==> src/rtl/up_down_mod_counter.sv <==
// Modulo-MOD up/down counter with parallel load, wrap/saturate mode and
// registered overflow/underflow pulses. Define UDC_STEP_EN to add the step input.
module up_down_mod_counter #(
  parameter int unsigned BITS   = 8,
  parameter int unsigned MOD    = 200,
  parameter int unsigned STEP_W = 4
) (
  input  logic              clk,
  input  logic              reset,
  input  logic              enable,
  input  logic              up,
  input  logic              sat,
  input  logic              load,
  input  logic [BITS-1:0]   load_val,
`ifdef UDC_STEP_EN
  input  logic [STEP_W-1:0] step,
`endif
  output logic [BITS-1:0]   Q,
  output logic              at_max,
  output logic              at_min,
  output logic              ovf,
  output logic              unf
);

  // One extra bit so Q+s and Q+MOD-s never overflow.
  localparam int unsigned W = BITS + 1;
  localparam logic [W-1:0] ModW = W'(MOD);
  localparam logic [W-1:0] MaxW = W'(MOD - 1);

  logic [BITS-1:0] q_q, q_d;
  logic            ovf_q, ovf_d;
  logic            unf_q, unf_d;

  logic [W-1:0] q_ext;
  logic [W-1:0] s_ext;
  logic [W-1:0] sum;
  logic [W-1:0] ld_ext;

`ifdef UDC_STEP_EN
  assign s_ext = W'(step);
`else
  assign s_ext = W'(1);
`endif

  assign q_ext  = {1'b0, q_q};
  assign ld_ext = {1'b0, load_val};
  assign sum    = q_ext + s_ext;

  always_comb begin
    q_d   = q_q;
    ovf_d = 1'b0;
    unf_d = 1'b0;
    if (load) begin
      q_d = (ld_ext > MaxW) ? MaxW[BITS-1:0] : load_val;
    end else if (enable) begin
      if (up) begin
        if (sum > MaxW) begin
          ovf_d = 1'b1;
          q_d   = sat ? MaxW[BITS-1:0] : BITS'(sum - ModW);
        end else begin
          q_d = BITS'(sum);
        end
      end else begin
        if (q_ext < s_ext) begin
          unf_d = 1'b1;
          q_d   = sat ? '0 : BITS'(q_ext + ModW - s_ext);
        end else begin
          q_d = BITS'(q_ext - s_ext);
        end
      end
    end
  end

  always_ff @(posedge clk) begin
    if (reset) begin
      q_q   <= '0;
      ovf_q <= 1'b0;
      unf_q <= 1'b0;
    end else begin
      q_q   <= q_d;
      ovf_q <= ovf_d;
      unf_q <= unf_d;
    end
  end

  assign Q      = q_q;
  assign ovf    = ovf_q;
  assign unf    = unf_q;
  assign at_max = (q_ext == MaxW);
  assign at_min = (q_q == '0);

endmodule

==> config.mk <==
export PLATFORM = sky130hd
export DESIGN_NAME = up_down_mod_counter
export DESIGN_NICKNAME = d
export VERILOG_FILES = /design/src/rtl/up_down_mod_counter.sv
export SDC_FILE = /design/constraint.sdc
export NUM_CORES = 1
export LEC_CHECK = 0
export ABC_AREA = 1
export CORE_ASPECT_RATIO = 0.8
export CORE_UTILIZATION = 29
export CTS_CLUSTER_DIAMETER = 40
export DETAILED_ROUTE_END_ITERATION = 7
export GPL_TIMING_DRIVEN = 0
export PLACE_DENSITY_LB_ADDON = 0.25
export SYNTH_ARGS = -nofsm -noshare
export SYNTH_HDL_FRONTEND = slang
export SYNTH_SLANG_ARGS = --single-unit
==> constraint.sdc <==
create_clock -name clk -period 4.82 [get_ports clk]
set_clock_uncertainty 0.2 [all_clocks]
set_input_delay 0.482 -clock clk [delete_from_list [all_inputs] [get_ports clk]]
set_output_delay 0.482 -clock clk [all_outputs]
set_load 0.005 [all_outputs]
==> After elaboration in Yosys (flattened, before gate mapping) <==
Index checks and enable logic that the tools add are counted.
W data, S select, Z words.
{ "word_totals": {"ff_bits": 10, "output_inout_bits": 12, "word_cells": 28} }
{ "op_classes": {"n_reduce_logical": 4, "bitwise": 2, "addsub": 5, "mux": 10, "n_eq_ne": 1, "magnitude_cmp": 3} }
{ "op_table": {"columns": ["op", "n"], "rows": [
  ["$mux W8", 8],
  ["$sub A8 B1 Y8 const B", 2],
  ["$add A8 B1 Y9 const B", 1],
  ["$gt A9 B8 Y1 const B", 1],
  ["$add A8 B8 Y8 const B", 1],
  ["$eq A8 B8 Y1 const B", 1],
  ["$gt A8 B8 Y1 const B", 1],
  ["$logic_not A8 Y1", 1],
  ["$lt A8 B1 Y1 const B", 1],
  ["$reduce_or A4 Y1", 2],
  ["$sub A8 B8 Y8 const B", 1],
  ["$mux W1", 2],
  ["$not A1 Y1", 2],
  ["$reduce_bool A2 Y1", 1]
]} }

==> Depth between registers and ports, before layout <==
Gate-level depths: netlist of the first run.
{ "logic_depth": {"word_depth": 7, "mapped_depth": 18, "depth_no_buf": 18} }

==> Worst setup path after synthesis of the first run <==
OpenSTA, ideal clock, no wires.
{ "synth_timing": {"kind": "reg-to-reg", "start": "register q_q[1] (netlist: Q[1])", "end": "register q_q[4] (netlist: Q[4])", "setup_time_ps": 124, "path_slack_ps": 2583, "t_required_ps": 4496, "n_path_buf": 0, "path_stages_with_launch": 18, "arrival_time_ps": 1913, "synth_period_minus_slack_ps": 2237, "path_cell_list": "dfxtp_1 > ha_1 > nand2_1 > o21ai_0 > nand2_1 > inv_1 > ha_1 > nand3_1 > nor2_1 > nor2_1 > nand2_1 > nand2_1 > nand2_2 > nand2_4 > inv_2 > o21ai_0 > nand2_1 > a21oi_2"} }
{ "synth_via": {"elab_chain_cells": 7, "elab_cells_between_ends": 14, "classes_between": "add/sub: 5; order compare: 2; mux: 7"} }
{ "synth_lines": {"columns": ["element", "line", "rtl"], "rows": [
  ["from (decl)", "30", "logic [BITS-1:0] q_q, q_d;"],
  ["from (signal assigned)", "80", "q_q <= q_d;"],
  ["$add A8 B8 Y8 / $add A8 B1 Y9 (equally long branches)", "66, 47", null],
  ["$sub A8 B1 Y8 / $sub A8 B8 Y8 (equally long branches)", "66, 59", null],
  ["$mux W8, on equally long branches", "66, 59", null],
  ["$mux W8, on equally long branches", "64, 57", null],
  ["$mux W8 (*)", "56", "if (up) begin"],
  ["$mux W8 (*)", "55", "end else if (enable) begin"],
  ["$mux W8 (*)", "53", "if (load) begin"]
]} }
Mark *: on every way between the ends. The rest lies on a longest branch, timed or not. The select of a mux whose other input is x is not followed.
A chain may end at the register's enable or synchronous reset.

==> Worst setup path in the final report of the first run <==
Ends and elaborated chain as after synthesis.

==> results_dict.tcl, run 1 <==
set metrics [dict create \
    initialDrtViolationCount 122 \
    report.final.slew_viol_count 0 \
    slew_headroom_pct 65.3 \
    numPortBuffers 25 \
    synth_edf_count 0 \
    postSynth.asyncResetShare_pct 0 \
    finalWeightedCongestion 0.863 \
    holdPathEnd "Q[0]" \
    synth.most_common_cell "nand2_1" \
    top_area_cell_type_share_of_the_netlist_area_pct 16.9 \
    worst_hold_path_type "reg -> reg" \
    placedInstanceArea_um2 1500 \
    crit-reg2reg-capture "Q[4]" \
    wire_length_of_the_first_global_routing_pass_mm 5.57 \
    required_ns 4.73 \
    pin_count_of_the_biggest_net_entering_global_routing 11 \
    initial_utilization_pct 30.7 \
    yosysSeqAreaShare_pct 16.9 \
    timing.reg2reg.setup_slack_ns 2.18 \
    power.clock.fraction_pct 25.8 \
    worst_pin_slew_ns 0.519 \
    combinationalPowerShare_pct 43.6 \
    drt_pre_antenna_iters 4 \
    critical_path.endpoint_type "flip-flop" \
    synthDistinctLibCells 30 \
    worst_r2r_path_depth 17 \
    ys.warnings.count 0 \
    cts-buffers-inserted 3 \
    critical_path_source_type "flip-flop" \
    antenna_found_initial 0 \
    rsz0062_at_grt "no" \
    dieWidth_um 73.5 \
    cts.sinks 10 \
    hold_start "Q[0]" \
    insertion_delay_ns 0.23 \
    chipHeight_um 59.2 \
    gr_util_all_layers_pct 16.8 \
    floorplan.io_pins 26 \
    cts_setup_buffers 0 \
    avg_synthesized_cell_area_um2 5.72 \
    ys.flop_type "dfxtp_1" \
    viasPerCell 4.85 \
    num_rows 20 \
    syn_area_um2 1180 \
    num-nets-final 257 \
    hold_buffer_count_at_cts 0 \
    grt_pass1_vias 1190 \
    final_core_utilization_pct 40.1 \
    power_report.internal_total_uw 203 \
    placed_cells_incl_taps 287 \
    yosys_register_bits 10 \
    drive_above_1_share_pct 8.94 \
    clk_pin_slew_worst_paths_ns 0.05 \
    detail_route.wirelength_mm 3.46 \
    synth.net_count 227 \
    final_hold_viol_count 0 \
    setup_tns_after_final_layout_ns 0 \
    timing.critical_path.fanout_max 7 \
    hpwl_mm 2.83 \
    run_status "finished clean" \
    detail_route.wl_per_cell_um 11.9 \
    synthesis.instances 207 \
    vdd_ir_drop_max_v 0.0000638 \
    fp.dieArea_um2 4350 \
    fmax_mhz 378 \
    finalCriticalPeriod_ns 2.64 \
    syn_to_final_growth_pct 30.4 \
    final_area_um2 1550 \
    tritoncts "done" \
    netSwitchingFraction_pct 37.5 \
    finalCritPeriodShare_pct 54.8 \
    cts.repair.resized 0 \
    route.vias.total 1406 \
    r2r-start "Q[1]" \
    max-clock-path-buffers 2 \
    worstSetupPathType "reg -> reg" \
    setup_violations 0 \
    global_route.overflow_total 0 \
    synthDominantAreaCellType "dfxtp_1" \
    finalNonFillerCells 290 \
    maxCapViolations 0 \
    powerDensity_nw_per_um2 210 \
    design_power_total_uw 325 \
    net-switching-power_uw 122 \
    worst_ep_arrival_time_ns 2.55 \
    p_leak_uw 0.000680 \
    placeableCoreArea_um2 3850 \
    antenna_cells_inserted 0 \
    p_seq_share_pct 30.6 \
    drc 0 \
    postRouteAntennaNets 0 \
    holdPathStages 2 \
    yosys-top-cells-area "dfxtp_1 17%, nand2_1 14%, inv_1 10%, nand3_1 9.3%, a21oi_1 8.4%" \
    synthTopCellsByCount "45 x nand2_1, 32 x inv_1, 22 x nand3_1, 22 x nor2_1, 20 x a21oi_1" \
    root_buffer "clkbuf_8" \
    htree_levels 1 \
]
## metal layers
metal  GRT usage (%)  wire length [um]  vias up  part of all wire, %
met2            25.0              1460       39                   42
met3            3.57               230        2                  6.6
li1                -                 -      739                    -
met5               0                 0        -                    0
met1            25.4              1770      626                   51
met4            1.65                10        0                 0.29
## sequential cells by signal (all words and copies together), names as in the netlist
register / cells
Q: 8
unf: 1
ovf: 1
## critical path, cell delays in order, from the launching register on
cell and delay, ns:
dfxtp_1 0.45, ha_1 0.25, nand2_1 0.13, o21ai_0 0.17
nand2_1 0.11, inv_1 0.11, ha_1 0.17, nand3_1 0.08
nor2_1 0.16, nor2_1 0.06, nand2_1 0.06, nand2_1 0.06
nand2_2 0.11, nand2_4 0.09, inv_2 0.08, o21ai_0 0.08
nand2_1 0.10, a21oi_2 0.05
## how the worst max path moves through the flow
stage | cells past startpoint | slack, ns | startpoint | endpoint
after floorplan | 17 | 2.58 | Q[1] | Q[4]
after global routing | 18 | 1.83 | Q[1] | Q[6]
after global placement | 17 | 2.21 | Q[1] | Q[4]
after CTS | 17 | 2.19 | Q[1] | Q[4]
after detailed placement | 17 | 2.21 | Q[1] | Q[4]
final | 17 | 2.18 | Q[1] | Q[4]
## per-stage QoR
stage,hold WS (ns),setup WS [ns]
6_report,0.401,2.18
5_1_grt,0.484,1.83
4_1_cts,0.408,2.19
3_5_place_dp,0.402,2.21
3_3_place_gp,0.395,2.21
2_1_floorplan,0.351,2.58
## cells by family (layout without fill, tap and decap cells)
family          Yosys count  count (layout)  synth area share [%]
fa+ha+maj                 6               6                  6.34
buf+inv                  37              65                  12.3
flops                    10              10                  16.9
simple gates            107             107                  41.7
compound gates           45              45                  21.3
xor+xnor                  2               2                  1.48
## final cells by class
cell class / instances / area, um^2
Buffer: 3 / 17.5
Clock buffer: 3 / 41.3
Fill cell: 433 / 2310
Inverter: 34 / 128
Multi-Input combinational cell: 160 / 840
Sequential cell: 10 / 200
Tap cell: 55 / 68.8
Timing Repair Buffer: 25 / 250
## power by group through the flow
stage | registers [uW] | clock network, uW | logic (uW)
after floorplan | 98.4 | 0 | 90.5
after global placement | 101 | 0 | 140
after detailed placement | 101 | 0 | 140
after CTS | 99.4 | 85.6 | 141
after global routing | 101 | 89.9 | 160
final | 99.4 | 83.7 | 141
## cells in the final DEF (no fill, tap or decap), types with 2 or more instances in the layout
| cell | synthesis | final |
|---|---|---|
| nor2_4 | 2 | 2 |
| nor3_1 | 3 | 3 |
| nand2_2 | 3 | 3 |
| xor2_1 | 2 | 2 |
| a311oi_1 | 2 | 2 |
| nor4_1 | 2 | 2 |
| inv_1 | 32 | 32 |
| nand2_1 | 45 | 45 |
| nand3_2 | 2 | 2 |
| a21oi_1 | 20 | 20 |
| clkdlybuf4s50_1 | 0 | 25 |
| nand4_1 | 2 | 2 |
| ha_1 | 6 | 6 |
| a21oi_2 | 2 | 2 |
| clkbuf_8 | 0 | 3 |
| nor2_1 | 22 | 22 |
| o21ai_1 | 3 | 3 |
| buf_2 | 2 | 2 |
| inv_2 | 2 | 2 |
| nand3_1 | 22 | 22 |
| dfxtp_1 | 10 | 10 |
| o21ai_0 | 13 | 13 |
No activity file was read; power rests on OpenSTA's default activity.
==> run 2: changes to the inputs <==
clock period = 2.3 ns   (was 4.82 ns; I/O delays follow)
==> results_dict.tcl, run 2 (same netlist as run 1, synthesis figures left out) <==
set metrics [dict create \
    dieWidth_um 73.5 \
    drive_above_1_share_pct 24.9 \
    worst_ep_arrival_time_ns 2.20 \
    antenna_cells_inserted 0 \
    clk_pin_slew_worst_paths_ns 0.04 \
    power.clock.fraction_pct 23.4 \
    setup_violations 0 \
    max-clock-path-buffers 2 \
    fmax_mhz 448 \
    layout_setup_ws_ns 0.0691 \
    wire_length_of_the_first_global_routing_pass_mm 5.83 \
    syn_to_final_growth_pct 53.0 \
    chipHeight_um 59.2 \
    worst_pin_slew_ns 0.563 \
    detail_route.wl_per_cell_um 12.6 \
    critical_path_source_type "flip-flop" \
    floorplan.io_pins 26 \
    p_seq_share_pct 28.0 \
    cts.sinks 10 \
    pre_cts_slack_ns -0.308 \
    report.final.slew_viol_count 0 \
    timing.critical_path.fanout_max 6 \
    run_status "finished clean" \
    required_ns 2.27 \
    vdd_ir_drop_max_v 0.000142 \
    final_cell_mix "39 x nand2_1, 27 x inv_1, 25 x clkdlybuf4s50_1, 21 x nor2_1, 19 x a21oi_1" \
    drc 0 \
    insertion_delay_ns 0.23 \
    root_buffer "clkbuf_8" \
    setup_tns_after_final_layout_ns 0 \
    timing.reg2reg.setup_slack_ns 0.07 \
    worst_path_largest_cell_delay_ns 0.38 \
    worst_hold_path_type "reg -> reg" \
    slowest_stage "dfxtp_4" \
    global_route.overflow_total 0 \
    initialDrtViolationCount 67 \
    finalCritPeriodShare_pct 97.0 \
    maxUsedRoutingLayer "met4" \
    p_leak_uw 0.000759 \
    routed_metal_1_wirelength_mm 1.82 \
    tritoncts "done" \
    htree_levels 1 \
    met2RoutedLength_mm 1.73 \
    design_power_total_uw 756 \
    crit_chain "ha_4 > nand2_4 > o21ai_2 > nand2_2 > inv_2 > ha_4 > nand3_2 > nor2_2 > nor2_1 > nand2_1 > nand2_2 > nand2_4 > nand2_8 > o21ai_2 > nand2_1 > a21oi_2" \
    netSwitchingFraction_pct 38.1 \
    final_hold_viol_count 0 \
    hold_buffer_count_at_cts 0 \
    dr_wl_met3_um 231 \
    num_rows 20 \
    hpwl_mm 2.83 \
    initial_utilization_pct 30.7 \
    net-switching-power_uw 288 \
    postRouteAntennaNets 0 \
    rsz0062_at_grt "yes" \
    cp.buffers_inverters 1 \
    final_common_cell "nand2_1" \
    fp.dieArea_um2 4350 \
    powerDensity_nw_per_um2 417 \
    path_delay_family "simple AND/OR/NAND/NOR gates" \
    route.vias.total 1503 \
    finalWeightedCongestion 0.863 \
    cts-buffers-inserted 3 \
    detail_route.wirelength_mm 3.79 \
    num-nets-final 267 \
    viasPerCell 5.01 \
    critical_path.endpoint_type "flip-flop" \
    pin_count_of_the_biggest_net_entering_global_routing 11 \
    numPortBuffers 25 \
    power_report.internal_total_uw 468 \
    drt_pre_antenna_iters 4 \
    gr_util_all_layers_pct 17.6 \
    worstSetupPathType "reg -> reg" \
    finalCriticalPeriod_ns 2.23 \
    antenna_found_initial 0 \
    combinationalPowerShare_pct 48.6 \
    placeableCoreArea_um2 3850 \
    grt_pass1_vias 1246 \
    largest_register_ffs 8 \
    slew_headroom_pct 62.3 \
    maxCapViolations 0 \
]
run 2: tightest hold or removal path, stage by stage (launching register included):
cell and delay [ns]:
dfxtp_4 0.36, a21oi_1 0.12, a21oi_1 0.07
run 2: area by class of cell:
type                    count  area, um^2
repair buffers             35         350
multi-input cells         160         980
flip-flops and latches     10         209
well taps                  55        68.8
plain buffers               3        27.5
fillers                   413        2040
inverters                  34         136
clock buffers               3        41.3
run 2: final timing paths:
| kind | startpoint | cells after the start | end |
|---|---|---|---|
| setup / recovery | Q[1] | 16 | Q[6] |
| hold / removal | Q[1] | 2 | Q[1] |
| hold reg to reg | Q[1] | 2 | Q[1] |
| setup reg to reg | Q[1] | 16 | Q[6] |
run 2: per-layer routing:
metal	vias to the layer above	global-route usage, %
li1	754	-
met1	700	26.2
met2	47	26.7
met3	2	3.57
met4	0	1.65
met5	-	0
run 2: power groups by stage:
stage               sequential, uW  clock (uW)  combinational, uW
floorplan                      206           0                190
global placement               212           0                293
detailed placement             212           0                293
CTS                            210         179                333
global route                   213         188                409
finish                         212         177                368
run 2: per-stage QoR:
step           cell area, um^2  instances  util (%)  hold slack, ns
3_5_place_dp              1500        287      39.0           0.402
3_3_place_gp              1500        287      39.0           0.395
5_1_grt                   1810        300      47.0           0.432
6_report                  1810        300      47.0           0.393
4_1_cts                   1690        298      43.7           0.397
2_1_floorplan             1180        207         -          0.0991
run 2: what timing repair did:
action                     CTS  global route
setup buffers                8             2
pin swaps                    5            11
hold endpoints to repair     0             0
gates resized for setup     18            28
setup endpoints to repair    9             9
==> run 3: changes to the inputs <==
CAP_MARGIN = 5   (was unset)
==> results of run 3 <==
No change in the layout: final DEF, timing and power equal those of run 2.
==> edit 1, RTL diff (flow settings as in run 2) <==
Change the parameter `MOD` from 200 to 100.
--- a/src/rtl/up_down_mod_counter.sv
+++ b/src/rtl/up_down_mod_counter.sv
@@ -4,3 +4,3 @@
   parameter int unsigned BITS   = 8,
-  parameter int unsigned MOD    = 200,
+  parameter int unsigned MOD    = 100,
   parameter int unsigned STEP_W = 4
Formal check against the unedited RTL: not equivalent (a bounded check fails within 4 cycles, from zero or initial values and one cycle with reset high).
==> edit 1 against run 2 <==
Cell area fell by 13%; synthesized area is 0.11% higher; routed wire length shrank 7.1%; die area is essentially flat; power shrank 0.16%; sequential cell count is the same; global-route usage decreased by 0.43 points; worst setup slack gained 0.047 ns; register-to-register slack gained 0.12 ns.
==> edit 1: results <==
metrics = {
    "worst_setup_path": {
        "timing.rr.start": "Q[0]",
        "critPathMaxFanout": 8,
        "reg2reg_depth": 13,
        "rrSetupSlack_ns": 0.19,
        "r2r_end": "Q[6]",
        "arrival_ns": 1.75,
    },
    "route": {
        "drt-initial-drc-count": 56,
        "first_pass_iters": 4,
        "dr_total_vias": 1388,
        "wl_um": 3520,
    },
    "yosys": {
        "synth_cell_types": 28,
        "yosysWarnings": 0,
        "synth_cells": 197,
        "synth_nets": 217,
        "synth_commonest_cells": "36 x nand2_1, 29 x inv_1, 26 x nor2_1",
        "seq_area_frac_synth_pct": 16.9,
        "synth_area_leaders": "dfxtp_1 17%, nand2_1 11%, nand3_1 9.3%",
        "ys.flop_type": "dfxtp_1",
        "async_reset_ff_share_pct": 0,
    },
    "finish": {
        "num-nets-final": 246,
        "diodes": 0,
        "largest_reg_flops": 8,
        "layout-drive-gt1-share_pct": 12.9,
        "nFillCells": 441,
        "finalNonFillerCells": 280,
    },
    "global_routing": {
        "antenna_found_initial": 0,
        "grt_pass1_vias": 1177,
        "grt_max_degree": 11,
        "grt_pass1_wl_um": 5630,
        "grt.total_usage_pct": 17.1,
    },
    "clock_tree": {
        "cts_setup_buffers": 0,
        "cts_made_buffers": 3,
        "clkTransAtPathRegs_ns": 0.05,
        "clockRootBuffer": "clkbuf_8",
        "htreeDepth": 1,
        "ctsLongestPathBuffers": 2,
        "worst_skew_pair.late_latency_ns": 0.24,
    },
    "power": {
        "p_leak_nw": 0.686,
        "vdd_drop_max_mv": 0.272,
    },
    "sta": {
        "slew_headroom_pct": 72.4,
        "setup_viol": 0,
    },
    "min_path": {
        "min_from": "load",
        "hp-class": "in2reg",
        "min_delay_worst_endpoint": "Q[1]",
        "hold_depth": 4,
    },
    "run_status": {
        "status": "finished, final reports clean",
    },
    "place": {
        "gp_congestion": 0.843,
        "dpl.hpwl_um": 2790,
        "io_buffers": 24,
    },
}
## edit 1: cell count changes after synthesis, sizes merged, moves of 2 or more
cell / run 2 / this run
nand4: 2 / 6
nand2: 49 / 42
nor2: 25 / 28
inv: 34 / 30
a21oi: 22 / 14
a311oi: 2 / 0
a31oi: 0 / 4
nor3: 3 / 1
## edit 1: kinds of logic after synthesis
family / after synthesis / synth area share, %
DFF: 10 / 16.9
xor gates and xnor gates: 3 / 2.22
and+or+nand+nor: 103 / 41.8
buffers and inverters: 34 / 12.8
adders and majority gates: 6 / 6.33
AOI/OAI and AO/OA: 41 / 20.0
## edit 1: cell type report
class / instances / area share [%]
inverters: 30 / 7.11
flip-flops and latches: 10 / 13.2
repair buffers: 24 / 15.2
clock buffers: 4 / 3.48
plain buffers: 4 / 2.45
multi-input cells: 153 / 54.2
well taps: 55 / 4.35
## edit 1: metal layers
layer  GRT usage [%]  vias to the layer above  routed length (um)
met4            1.65                        0                   8
met1            25.7                      638                1830
met2            25.6                       39                1470
met5               0                        -                   0
li1                -                      709                   -
met3            3.91                        2                 204
## edit 1: critical path, stage by stage, from the launching register on
cell and delay (ns):
dfxtp_1 0.49, nand2_1 0.15, nor4_1 0.31, clkdlybuf4s50_1 0.57
## edit 1: through the flow
| step | hold slack, ns | total power, mW | cell area [um2] | setup TNS (ns) | worst slack [ns] |
|---|---|---|---|---|---|
| floorplan | 0.0924 | 0.413 | 1190 | 0 | 0.216 |
| global placement | 0.382 | 0.521 | 1500 | -0.473 | -0.0839 |
| detailed placement | 0.380 | 0.522 | 1500 | -0.447 | -0.107 |
| CTS | 0.120 | 0.750 | 1560 | 0 | 0.0250 |
| global route | 0.145 | 0.807 | 1580 | 0 | 0.0425 |
| finish | 0.123 | 0.755 | 1580 | 0 | 0.116 |
## edit 1: power breakdown
group          internal (mW)  switching, mW
clock                  0.151         0.0762
combinational          0.132          0.183
sequential             0.187         0.0259
## edit 1: what timing repair did
action	4_1_cts	5_1_grt
pin swaps	0	0
hold endpoints to repair	0	0
setup endpoints to repair	9	8
resized for setup	3	6
## edit 1: how the worst max path moves through the flow
stage / cells after the start / from / endpoint / slack [ns]
detailed placement: 13 / Q[0] / Q[6] / -0.11
CTS: 13 / Q[0] / Q[6] / 0.02
finish: 3 / Q[5] / at_max / 0.12
floorplan: 12 / Q[0] / Q[5] / 0.22
global route: 13 / Q[1] / Q[2] / 0.04
global placement: 11 / Q[1] / Q[6] / -0.08
==> edit 2, RTL diff (flow settings as in run 2) <==
Made on the original files. `q_q` no longer has a reset.
--- a/src/rtl/up_down_mod_counter.sv
+++ b/src/rtl/up_down_mod_counter.sv
@@ -75,3 +75,2 @@
     if (reset) begin
-      q_q   <= '0;
       ovf_q <= 1'b0;
@@ -79,3 +78,2 @@
     end else begin
-      q_q   <= q_d;
       ovf_q <= ovf_d;
@@ -83,2 +81,6 @@
     end
+  end
+
+  always_ff @(posedge clk) begin
+    q_q <= q_d;
   end
Formal check against the unedited RTL: not equivalent (Yosys sat finds a counterexample within 4 cycles, from zero or initial values and one cycle with reset high).
==> edit 2 against run 2 <==
Sequential cell count is the same; routed wire length shrank 3.3%; count of clock-buffer cells in the layout grew 1; cell area shrank 4.1%; worst setup slack lost 0.046 ns; combinational power grew 44%; power grew 33%; synthesized area shrank 2.9%; first-iteration DRC count grew 16%.
==> edit 2: results <==
metrics = {
    "sta": {
        "tightest_slew_ns": 0.413,
    },
    "yosys": {
        "synth_area_leaders": "edfxtp_1 21%, nand2_1 14%, nand3_1 8.7%",
        "synth_nets": 196,
        "synth-compound-area-share_pct": 15.9,
        "seq_area_frac_synth_pct": 24.3,
        "synth_cells": 176,
        "synthXorXnorAreaFrac_pct": 3.04,
        "synth_edf_count": 8,
        "synth_cell_types": 32,
        "synth_commonest_cells": "42 x nand2_1, 24 x inv_1, 20 x nand3_1",
    },
    "route": {
        "drt-initial-drc-count": 78,
        "wl_met2_um": 1650,
        "wl_um": 3660,
        "dr_total_vias": 1322,
        "drt-met1-wl_um": 1850,
    },
    "worst_setup_path": {
        "arrival_ns": 2.06,
        "cpMaxStageDelayCell": "edfxtp_1",
    },
    "run_status": {
        "status": "finished, final reports clean",
    },
    "place": {
        "placed_cells": 255,
        "io_buffers": 24,
        "gp_congestion": 0.867,
    },
    "finish": {
        "num-nets-final": 239,
        "layout-drive-gt1-share_pct": 28.0,
        "nFillCells": 422,
    },
    "global_routing": {
        "grt.total_usage_pct": 17.5,
        "grt_use_met3_pct": 3.60,
        "grt_pass1_wl_um": 5630,
        "met2_usage_pct": 27.2,
        "use_met1_pct": 26.3,
    },
    "power": {
        "p_leak_nw": 0.734,
        "vdd_drop_max_mv": 0.245,
    },
}
## edit 2: changes by cell type in the layout (fill, tap and decap cells not counted), moves of 4 or more
cell | before | now
buf_6 | 2 | 6
nor2_2 | 1 | 7
a21oi_1 | 19 | 7
o21ai_2 | 6 | 1
edfxtp_1 | 0 | 8
inv_1 | 27 | 20
dfxtp_1 | 7 | 2
nor2_1 | 21 | 12
## edit 2: logic make-up after synthesis
| kind of cell | Yosys count |
|---|---|
| and+or+nand+nor | 96 |
| AOI/OAI and AO/OA | 30 |
| buffers and inverters | 30 |
| DFF | 10 |
| adders and majority gates | 6 |
| xor gates and xnor gates | 4 |
## edit 2: per-stage QoR
stage / area (um2) / setup slack (ns)
4_1_cts: 1580 / 0.00381
3_5_place_dp: 1460 / -0.245
6_report: 1740 / 0.0233
2_1_floorplan: 1150 / 0.0115
5_1_grt: 1740 / -0.0491
3_3_place_gp: 1460 / -0.262
## edit 2: repair_timing
item,4_1_cts,5_1_grt
gates cloned,1,0
setup buffers,6,7
gates resized for setup,7,25
pin swaps,6,10
endpoints found under the setup margin,9,10
## edit 2: power by group
part           switching [mW]  leakage, nW  internal [mW]
Clock                  0.0725       0.0288          0.151
Sequential             0.0266       0.0991          0.225
Combinational           0.284        0.606          0.245
## edit 2: cell type report
cell class                 instances  area, um2  share of cell area [%]
multi-input combinational        136        838                    48.2
timing repair buffer              38        357                    20.5
sequential                        10        280                    16.1
inverter                          25       96.3                    5.54
tap                               55       68.8                    3.96
clock buffer                       4       55.1                    3.17
buffer                             5       42.5                    2.45
## edit 2: final timing paths
kind | cells after the start | startpoint | end | slack, ns
max | 12 | Q[1] | Q[4] | 0.02
min reg2reg | 5 | Q[7] | unf | 0.62
min | 3 | sat | Q[2] | 0.26
max reg2reg | 12 | Q[1] | Q[4] | 0.02
